[src/rtl/variance_detector.sv]
// Computes VAR_SCALED = N*Tsum_square - Tsum^2 (clamped at 0) with a 16-step serial squarer, plus a threshold alarm.
// Optional build macro VARIANCE_HYST_EN adds hysteresis to ALARM (set above THRESH, clear at or below THRESH>>1).
module variance_detector #(
  parameter int WINDOW = 14
) (
  input  logic        CLK,
  input  logic        RESET,
  input  logic        START,
  input  logic [15:0] Tsum,
  input  logic [27:0] Tsum_square,
  input  logic [31:0] THRESH,
  output logic        BUSY,
  output logic        DONE,
  output logic [31:0] VAR_SCALED,
  output logic        ALARM,
  output logic        OVERRUN,
  output logic [1:0]  dbg_state
);

  localparam logic [1:0] S_IDLE = 2'd0;
  localparam logic [1:0] S_MUL  = 2'd1;
  localparam logic [1:0] S_SUB  = 2'd2;
  localparam logic [31:0] N_SCALE = WINDOW;

  // Handshake: START is sampled only on an idle, non-DONE edge; any other START
  // is dropped and latches OVERRUN. DONE is a one-cycle valid for VAR_SCALED/ALARM.
  logic [1:0]  state_q, state_d;
  logic [3:0]  cnt_q, cnt_d;
  logic [31:0] acc_q, acc_d;
  logic [15:0] op_q, op_d;
  logic [27:0] sq_q, sq_d;
  logic [31:0] th_q, th_d;
  logic [31:0] var_q, var_d;
  logic        done_q, done_d;
  logic        alarm_q, alarm_d;
  logic        overrun_q, overrun_d;

  logic        capture;
  logic [31:0] addend;
  logic [31:0] sq_ext;
  logic [31:0] n_sq;
  logic [32:0] diff;
  logic [31:0] d_val;

  assign capture = START && (state_q == S_IDLE) && !done_q;
  assign sq_ext  = {4'b0, sq_q};
  // N=14 uses the shift form (16x - 2x); other windows fall back to a constant multiply.
  assign n_sq    = (WINDOW == 14) ? ((sq_ext << 4) - (sq_ext << 1)) : (sq_ext * N_SCALE);
  assign diff    = {1'b0, n_sq} - {1'b0, acc_q};
  assign d_val   = diff[32] ? 32'd0 : diff[31:0];
  assign addend  = op_q[cnt_q] ? ({16'b0, op_q} << cnt_q) : 32'd0;

  always_comb begin
    state_d   = state_q;
    cnt_d     = cnt_q;
    acc_d     = acc_q;
    op_d      = op_q;
    sq_d      = sq_q;
    th_d      = th_q;
    var_d     = var_q;
    done_d    = 1'b0;
    alarm_d   = alarm_q;
    overrun_d = overrun_q | (START && ((state_q != S_IDLE) || done_q));
    case (state_q)
      S_IDLE: begin
        if (capture) begin
          op_d    = Tsum;
          sq_d    = Tsum_square;
          th_d    = THRESH;
          acc_d   = 32'd0;
          cnt_d   = 4'd0;
          state_d = S_MUL;
        end
      end
      S_MUL: begin
        acc_d = acc_q + addend;
        cnt_d = cnt_q + 4'd1;
        if (cnt_q == 4'd15) state_d = S_SUB;
      end
      S_SUB: begin
        var_d  = d_val;
`ifdef VARIANCE_HYST_EN
        if (d_val > th_q)             alarm_d = 1'b1;
        else if (d_val <= (th_q >> 1)) alarm_d = 1'b0;
`else
        alarm_d = (d_val > th_q);
`endif
        done_d  = 1'b1;
        state_d = S_IDLE;
      end
      default: state_d = S_IDLE;
    endcase
  end

  always_ff @(posedge CLK or negedge RESET) begin
    if (!RESET) begin
      state_q   <= S_IDLE;
      cnt_q     <= 4'd0;
      acc_q     <= 32'd0;
      op_q      <= 16'd0;
      sq_q      <= 28'd0;
      th_q      <= 32'd0;
      var_q     <= 32'd0;
      done_q    <= 1'b0;
      alarm_q   <= 1'b0;
      overrun_q <= 1'b0;
    end else begin
      state_q   <= state_d;
      cnt_q     <= cnt_d;
      acc_q     <= acc_d;
      op_q      <= op_d;
      sq_q      <= sq_d;
      th_q      <= th_d;
      var_q     <= var_d;
      done_q    <= done_d;
      alarm_q   <= alarm_d;
      overrun_q <= overrun_d;
    end
  end

  assign BUSY       = (state_q != S_IDLE);
  assign DONE       = done_q;
  assign VAR_SCALED = var_q;
  assign ALARM      = alarm_q;
  assign OVERRUN    = overrun_q;
  assign dbg_state  = state_q;

endmodule

[config.mk]
export PLATFORM = sky130hd
export DESIGN_NAME = variance_detector
export DESIGN_NICKNAME = d
export VERILOG_FILES = /design/src/rtl/variance_detector.sv
export SDC_FILE = /design/constraint.sdc
export NUM_CORES = 1
export LEC_CHECK = 0
export CAP_MARGIN = 30
export CORE_UTILIZATION = 65
export DETAILED_ROUTE_END_ITERATION = 8
export DONT_BUFFER_PORTS = 1
export GPL_ROUTABILITY_DRIVEN = 0
export HOLD_SLACK_MARGIN = 0.06
export PLACE_DENSITY = 0.81
export SLEW_MARGIN = 30
export SYNTH_ARGS = -nofsm -noshare
export SYNTH_HDL_FRONTEND = slang
export SYNTH_SLANG_ARGS = --single-unit
[constraint.sdc]
create_clock -name CLK -period 15.7 [get_ports CLK]
set_clock_uncertainty 0.15 [all_clocks]
set_input_delay 3.14 -clock CLK [delete_from_list [all_inputs] [get_ports CLK]]
set_output_delay 3.14 -clock CLK [all_outputs]
set_load 0.02 [all_outputs]
==> metrics.md, run 1 <==
| Metric | Value |
|---|---|
| Sequential share of the synthesized area | `31.02%` |
| Max-cap viol count | `0` |
| Fin crit share | `42.10%` |
| Synthesis-stage register bit count | `149` |
| CTS Hold Buffers Added | `0` |
| CP startpoint kind | `flip-flop` |
| Clock root buffer | `clkbuf_16` |
| # DRC | `0` |
| IO Pins | `117` |
| Die ar. | `19040 µm²` |
| Fin crit period | `6.610 ns` |
| Area contributors post-synth | `dfrtp_1 31%, ha_1 13%, nand2_1 6.7%` |
| CTS tree | `done` |
| Height of the die | `138.0 µm` |
| Placed wire-length estimate | `21300 µm` |
| Drt first pass iters | `5` |
| Post-Syn Area | `12020 µm²` |
| CORE AREA | `18020 µm²` |
| Wire per inst | `16.91 µm` |
| Max incr delay on CP | `0.52 ns` |
| Routed wire length | `28460 µm` |
| Global Route Usage Sum | `30.77%` |
| Area share of the largest cell type after synthesis | `31.02%` |
| RSZ-0062 raised after global routing | `false` |
| Crit Path Class | `flip-flop to flip-flop` |
| Clock Path Buffers | `2` |
| Initial antenna violation count | `0` |
| PortBufs | `0` |
| N_diodes | `0` |
| Area growth syn-to-layout | `5.797%` |
| Grt total ovfl | `0` |
| Horiz. Die Dim | `138.0 µm` |
| Post-synth top flop | `dfrtp_1` |
| Area leader, netlist | `dfrtp_1` |
| Setup TNS | `0 ns` |
| Post-synthesis cell type count | `71` |
| Syn Area/Cell | `8.112 µm²` |
| Number of global-route vias before repair | `9751` |
| Post-Syn Nets | `1684` |
| Final setup fails | `0` |
| Global-route wire length before repair | `45690 µm` |
| Htree depth | `4` |
| CP arrival | `6.78 ns` |
| Post-Syn Instances | `1482` |
| Worst Hold Depth | `1` |
| Reg clk slew, reported paths | `0.06 ns` |
| Pins over their slew limit | `0` |
| Starting Density | `66.69%` |
| Fin nets | `1643` |
| CP bufs+invs | `2` |
| Starting DRT DRC Count | `691` |
| R2R cell count | `28` |
| Crit. End Element | `flip-flop` |
| DR vias | `10.30k` |
| Largest net degree at the start of global routing | `150` |
| Worst-Skew Late Latency | `0.43 ns` |
| Number of synthesized flops with an enable pin | `0` |
| Worst-Margin Slew | `0.9761 ns` |
| Post-CTS setup buffer count | `0` |
| Required arrival time at the worst endpoint | `15.87 ns` |
| CTS buffer count | `17` |
| Worst reg2reg endpoint | `ALARM$_DFFE_PN0P_` |
| Worst hold path startpoint | `acc_q[31]$_DFFE_PN0P_` |
| Hold Path Class | `flip-flop to flip-flop` |
| Hold Violations, Final | `0` |
| Slew margin rel. | `34.93%` |
| Reg2reg start | `sq_q[6]$_DFFE_PN0P_` |
| Worst path slowest cell | `buf_4` |
| Yosys Warn Count | `0` |
| Via density | `6.122` |
| End of the worst hold path | `acc_q[31]$_DFFE_PN0P_` |
| Max Clk Rate | `151.3 MHz` |
| Post_cts resized | `0` |
| R2r setup slk | `9.09 ns` |
| Post-DP Area | `12130 µm²` |
| Clock sink total | `149` |
| Row count | `49` |
| Share of post-route cells with drive strength above 1 | `4.746%` |
| Post-route cell area | `12720 µm²` |
| Async set-reset flop share out of synthesis | `100.0%` |
| Antenna Violating Nets Remaining | `0` |
| Crit path max-delay family | `compound AO/OA/AOI/OAI gates` |
| Status | `complete, no violations` |
| Worst-path fanout max | `61` |
## layout make-up
cell class | instances | area [µm²]
tap | 229 | 286.5
inverter | 109 | 409.1
sequential | 149 | 3729
fill | 1459 | 5306
clock buffer | 21 | 460.4
clock inverter | 11 | 125.1
multi-input combinational | 1155 | 7641
timing repair buffer | 9 | 67.56
## synth_stat cells, types with 19 or more instances
cell type / n
a21o_1: 72
a21oi_1: 96
clkbuf_1: 56
dfrtp_1: 149
ha_1: 121
inv_1: 108
mux2i_1: 21
nand2_1: 214
nand3_1: 33
nor2_1: 111
nor2b_1: 19
nor3_1: 19
o21ai_0: 134
o31ai_1: 36
xnor2_1: 50
xor2_1: 29
## metal layers
metal	global-route usage [%]	up-vias	wire, µm
met5	0	-	0
met4	11.17	0	742
met3	5.409	64	1583
met2	53.22	296	13540
met1	38.28	4804	12600
li1	-	5139	-
## metrics by stage
| stage | util, % | hold WS, ns | cells | setup slack (ns) |
|---|---|---|---|---|
| 3_5_place_dp | 67.31 | 0.3434 | 1651 | 9.231 |
| 3_3_place_gp | 67.30 | 0.3108 | 1651 | 9.416 |
| 6_report | 70.56 | 0.3529 | 1683 | 9.090 |
| 2_1_floorplan | - | 0.2950 | 1482 | 9.730 |
| 4_1_cts | 70.56 | 0.3555 | 1683 | 9.197 |
| 5_1_grt | 70.56 | 0.3734 | 1683 | 8.623 |
## cell families (layout without fill, tap and decap cells)
kind of cell	Yosys count	after routing	share of synthesized area [%]
fa+ha+maj	123	123	12.93
flops	149	149	31.02
simple gates	479	479	17.85
buf+inv	178	150	5.620
xor+xnor	79	79	5.756
mux	32	32	3.154
compound gates	442	442	23.68
## registers in the layout, summed over array words and instances (netlist names)
register,cells
VAR_SCALED,32
acc_q,32
th_q,32
cnt_q,4
ALARM,1
DONE,1
OVERRUN,1
sq_q,28
dbg_state,2
op_q,16
## cell usage in the layout (no fill, tap or decap), drive strengths merged, types with 11 or more instances in the layout
master  netlist  final
nand2       214    214
dfrtp       149    149
o21ai       136    136
ha          121    121
nor2        111    111
inv         108    110
a21oi        97     97
a21o         72     72
xnor2        50     50
o31ai        38     38
nand3        33     33
xor2         29     29
mux2i        21     21
clkbuf       56     21
nor2b        20     20
nor3         20     20
a211oi       18     18
nand2b       18     18
nand4        16     16
and3         14     14
o21bai       14     14
a31oi        11     11
## worst max-delay path by stage
stage | depth (start not counted) | startpoint | slack (ns) | endpoint
floorplan | 29 | sq_q[3]$_DFFE_PN0P_ | 9.73 | ALARM$_DFFE_PN0P_
global placement | 27 | sq_q[3]$_DFFE_PN0P_ | 9.42 | ALARM$_DFFE_PN0P_
detailed placement | 28 | sq_q[6]$_DFFE_PN0P_ | 9.23 | ALARM$_DFFE_PN0P_
CTS | 28 | sq_q[6]$_DFFE_PN0P_ | 9.20 | ALARM$_DFFE_PN0P_
global route | 28 | sq_q[6]$_DFFE_PN0P_ | 8.62 | ALARM$_DFFE_PN0P_
finish | 28 | sq_q[6]$_DFFE_PN0P_ | 9.09 | ALARM$_DFFE_PN0P_
Power of run 1 is not shown: default switching activity piles up to over one toggle a cycle in this logic, so the estimate is an artifact.
==> run 2, diff against run 1 <==
==> constraint.sdc (replaced) <==
create_clock -name CLK -period 6.5 [get_ports CLK]
set_clock_uncertainty 0.15 [all_clocks]
set_input_delay 1.3 -clock CLK [delete_from_list [all_inputs] [get_ports CLK]]
set_output_delay 1.3 -clock CLK [all_outputs]
set_load 0.02 [all_outputs]
==> run 2 against run 1 <==
Register-to-register slack got worse by 8.8 ns. Global-route usage barely moved. Utilization rose by 0.67 points. First-iteration DRC count rose by 2.9%. Sequential share of layout area fell by 0.28 points. Via count rose by 1.3%. Worst setup slack got worse by 8.8 ns. Cell area rose by 0.95%. Clock-buffer cell count rose by 2. Hold slack got worse by 0.0062 ns. Cell count rose by 0.24%. Non-clock buffer count rose by 5. Critical endpoint unchanged. Highest routed layer unchanged.
==> metrics.md, run 2 (synthesized netlist as in run 1, its figures left out) <==
| Metric | Value |
|---|---|
| Worst path slowest cell | `a221o_1` |
| N_diodes | `0` |
| Clock root buffer | `clkbuf_16` |
| CP startpoint kind | `flip-flop` |
| Share of post-route cells with drive strength above 1 | `5.418%` |
| Final std cells w/o fill | `1687` |
| Place WS | `0.2549 ns` |
| Fin nets | `1648` |
| Grt total ovfl | `0` |
| Most frequent cells in the layout | `213 x nand2_1, 149 x dfrtp_1, 134 x o21ai_0, 118 x ha_1, 111 x nor2_1` |
| Wire per inst | `17.22 µm` |
| Final setup fails | `0` |
| Global Route Usage Sum | `30.81%` |
| Max Clk Rate | `161.3 MHz` |
| Required arrival time at the worst endpoint | `6.67 ns` |
| Via density | `6.188` |
| Global-route wire length before repair | `45470 µm` |
| Die ar. | `19040 µm²` |
| Pins over their slew limit | `0` |
| Htree depth | `4` |
| Placed wire-length estimate | `21480 µm` |
| IO Pins | `117` |
| Row count | `49` |
| GR peak layer | `met2` |
| CTS tree | `done` |
| DR vias | `10.44k` |
| Worst Hold Depth | `1` |
| Horiz. Die Dim | `138.0 µm` |
| Crit. End Element | `flip-flop` |
| CP bufs+invs | `2` |
| Fin util | `71.23%` |
| Max-cap viol count | `0` |
| Number of global-route vias before repair | `9702` |
| Initial antenna violation count | `0` |
| FILL cells | `1438` |
| Status | `complete, no violations` |
| Critical path depth | `28` |
| Commonest non-fill, non-tap cell in the layout | `nand2_1` |
| Hold Violations, Final | `0` |
| # DRC | `0` |
| R2R cell count | `28` |
| Starting Density | `66.69%` |
| DP Cell Count | `1654` |
| Reg clk slew, reported paths | `0.06 ns` |
| Worst-Skew Late Latency | `0.43 ns` |
| CP arrival | `6.37 ns` |
| Worst-Margin Slew | `0.9611 ns` |
| Slew margin rel. | `35.93%` |
| Hold Path Class | `flip-flop to flip-flop` |
| Largest net degree at the start of global routing | `150` |
| GRT met1 Usage | `38.20%` |
| Worst setup margin | `0.2991 ns` |
| PortBufs | `0` |
| Worst-path fanout max | `21` |
| Clock Path Buffers | `2` |
| Starting DRT DRC Count | `711` |
| Area growth syn-to-layout | `6.807%` |
| CTS buffer count | `17` |
| CORE AREA | `18020 µm²` |
| Antenna Violating Nets Remaining | `0` |
| Met3 Use GR | `4.605%` |
| CTS Hold Buffers Added | `0` |
| Drt first pass iters | `7` |
| Max incr delay on CP | `0.38 ns` |
| Crit Path Class | `flip-flop to flip-flop` |
| Height of the die | `138.0 µm` |
| Routed wire length | `29060 µm` |
| Fin crit share | `95.40%` |
| Clock sink total | `149` |
| Fin crit period | `6.201 ns` |
| Crit path max-delay family | `compound AO/OA/AOI/OAI gates` |
| Met2 usage | `52.67%` |
==> run 2: changes by cell type in the layout (fill, tap and decap cells not counted), sizes merged <==
cell,delta
buf,+4
bufinv,+1
clkbuf,+3
clkinv,+2
clkinvlp,-4
inv,-2
==> run 2: path summary, 6_finish.rpt <==
| path | startpoint | slack (ns) | endpoint |
|---|---|---|---|
| worst max register to register | sq_q[6]$_DFFE_PN0P_ | 0.30 | ALARM$_DFFE_PN0P_ |
| worst max-delay path | sq_q[6]$_DFFE_PN0P_ | 0.30 | ALARM$_DFFE_PN0P_ |
| worst min register to register | acc_q[31]$_DFFE_PN0P_ | 0.35 | acc_q[31]$_DFFE_PN0P_ |
| worst min-delay path | acc_q[31]$_DFFE_PN0P_ | 0.35 | acc_q[31]$_DFFE_PN0P_ |
| max in group asynchronous | RESET | 5.61 | acc_q[31]$_DFFE_PN0P_ |
| min in group asynchronous | RESET | 0.41 | th_q[5]$_DFFE_PN0P_ |
==> run 2: stage by stage <==
step / TNS (ns) / hold slack [ns] / area (µm²)
CTS: 0 / 0.3454 / 12760
global placement: 0 / 0.3132 / 12170
floorplan: 0 / 0.2950 / 12020
detailed placement: 0 / 0.3373 / 12170
finish: 0 / 0.3467 / 12840
global route: -0.03201 / 0.3589 / 12840
==> run 2: what timing repair did <==
action,4_1_cts,5_1_grt
endpoints found under the setup margin,0,1
gates resized for setup,0,10
buffers inserted,0,1
==> run 2: metal layers <==
metal / vias up / wire (µm)
li1: 5156 / -
met1: 4883 / 12840
met2: 333 / 13680
met3: 67 / 1580
met4: 0 / 955
met5: - / 0
==> run 2: final cells by class <==
type	instances	area, µm²	share of cell area [%]
repair buffers	14	142.6	1.111
flip-flops and latches	149	3729	29.04
clock inverters	8	125.1	0.9745
clock buffers	23	467.9	3.645
inverters	109	409.1	3.187
well taps	229	286.5	2.232
multi-input cells	1155	7680	59.81
Power of run 2 is left out for the same reason.
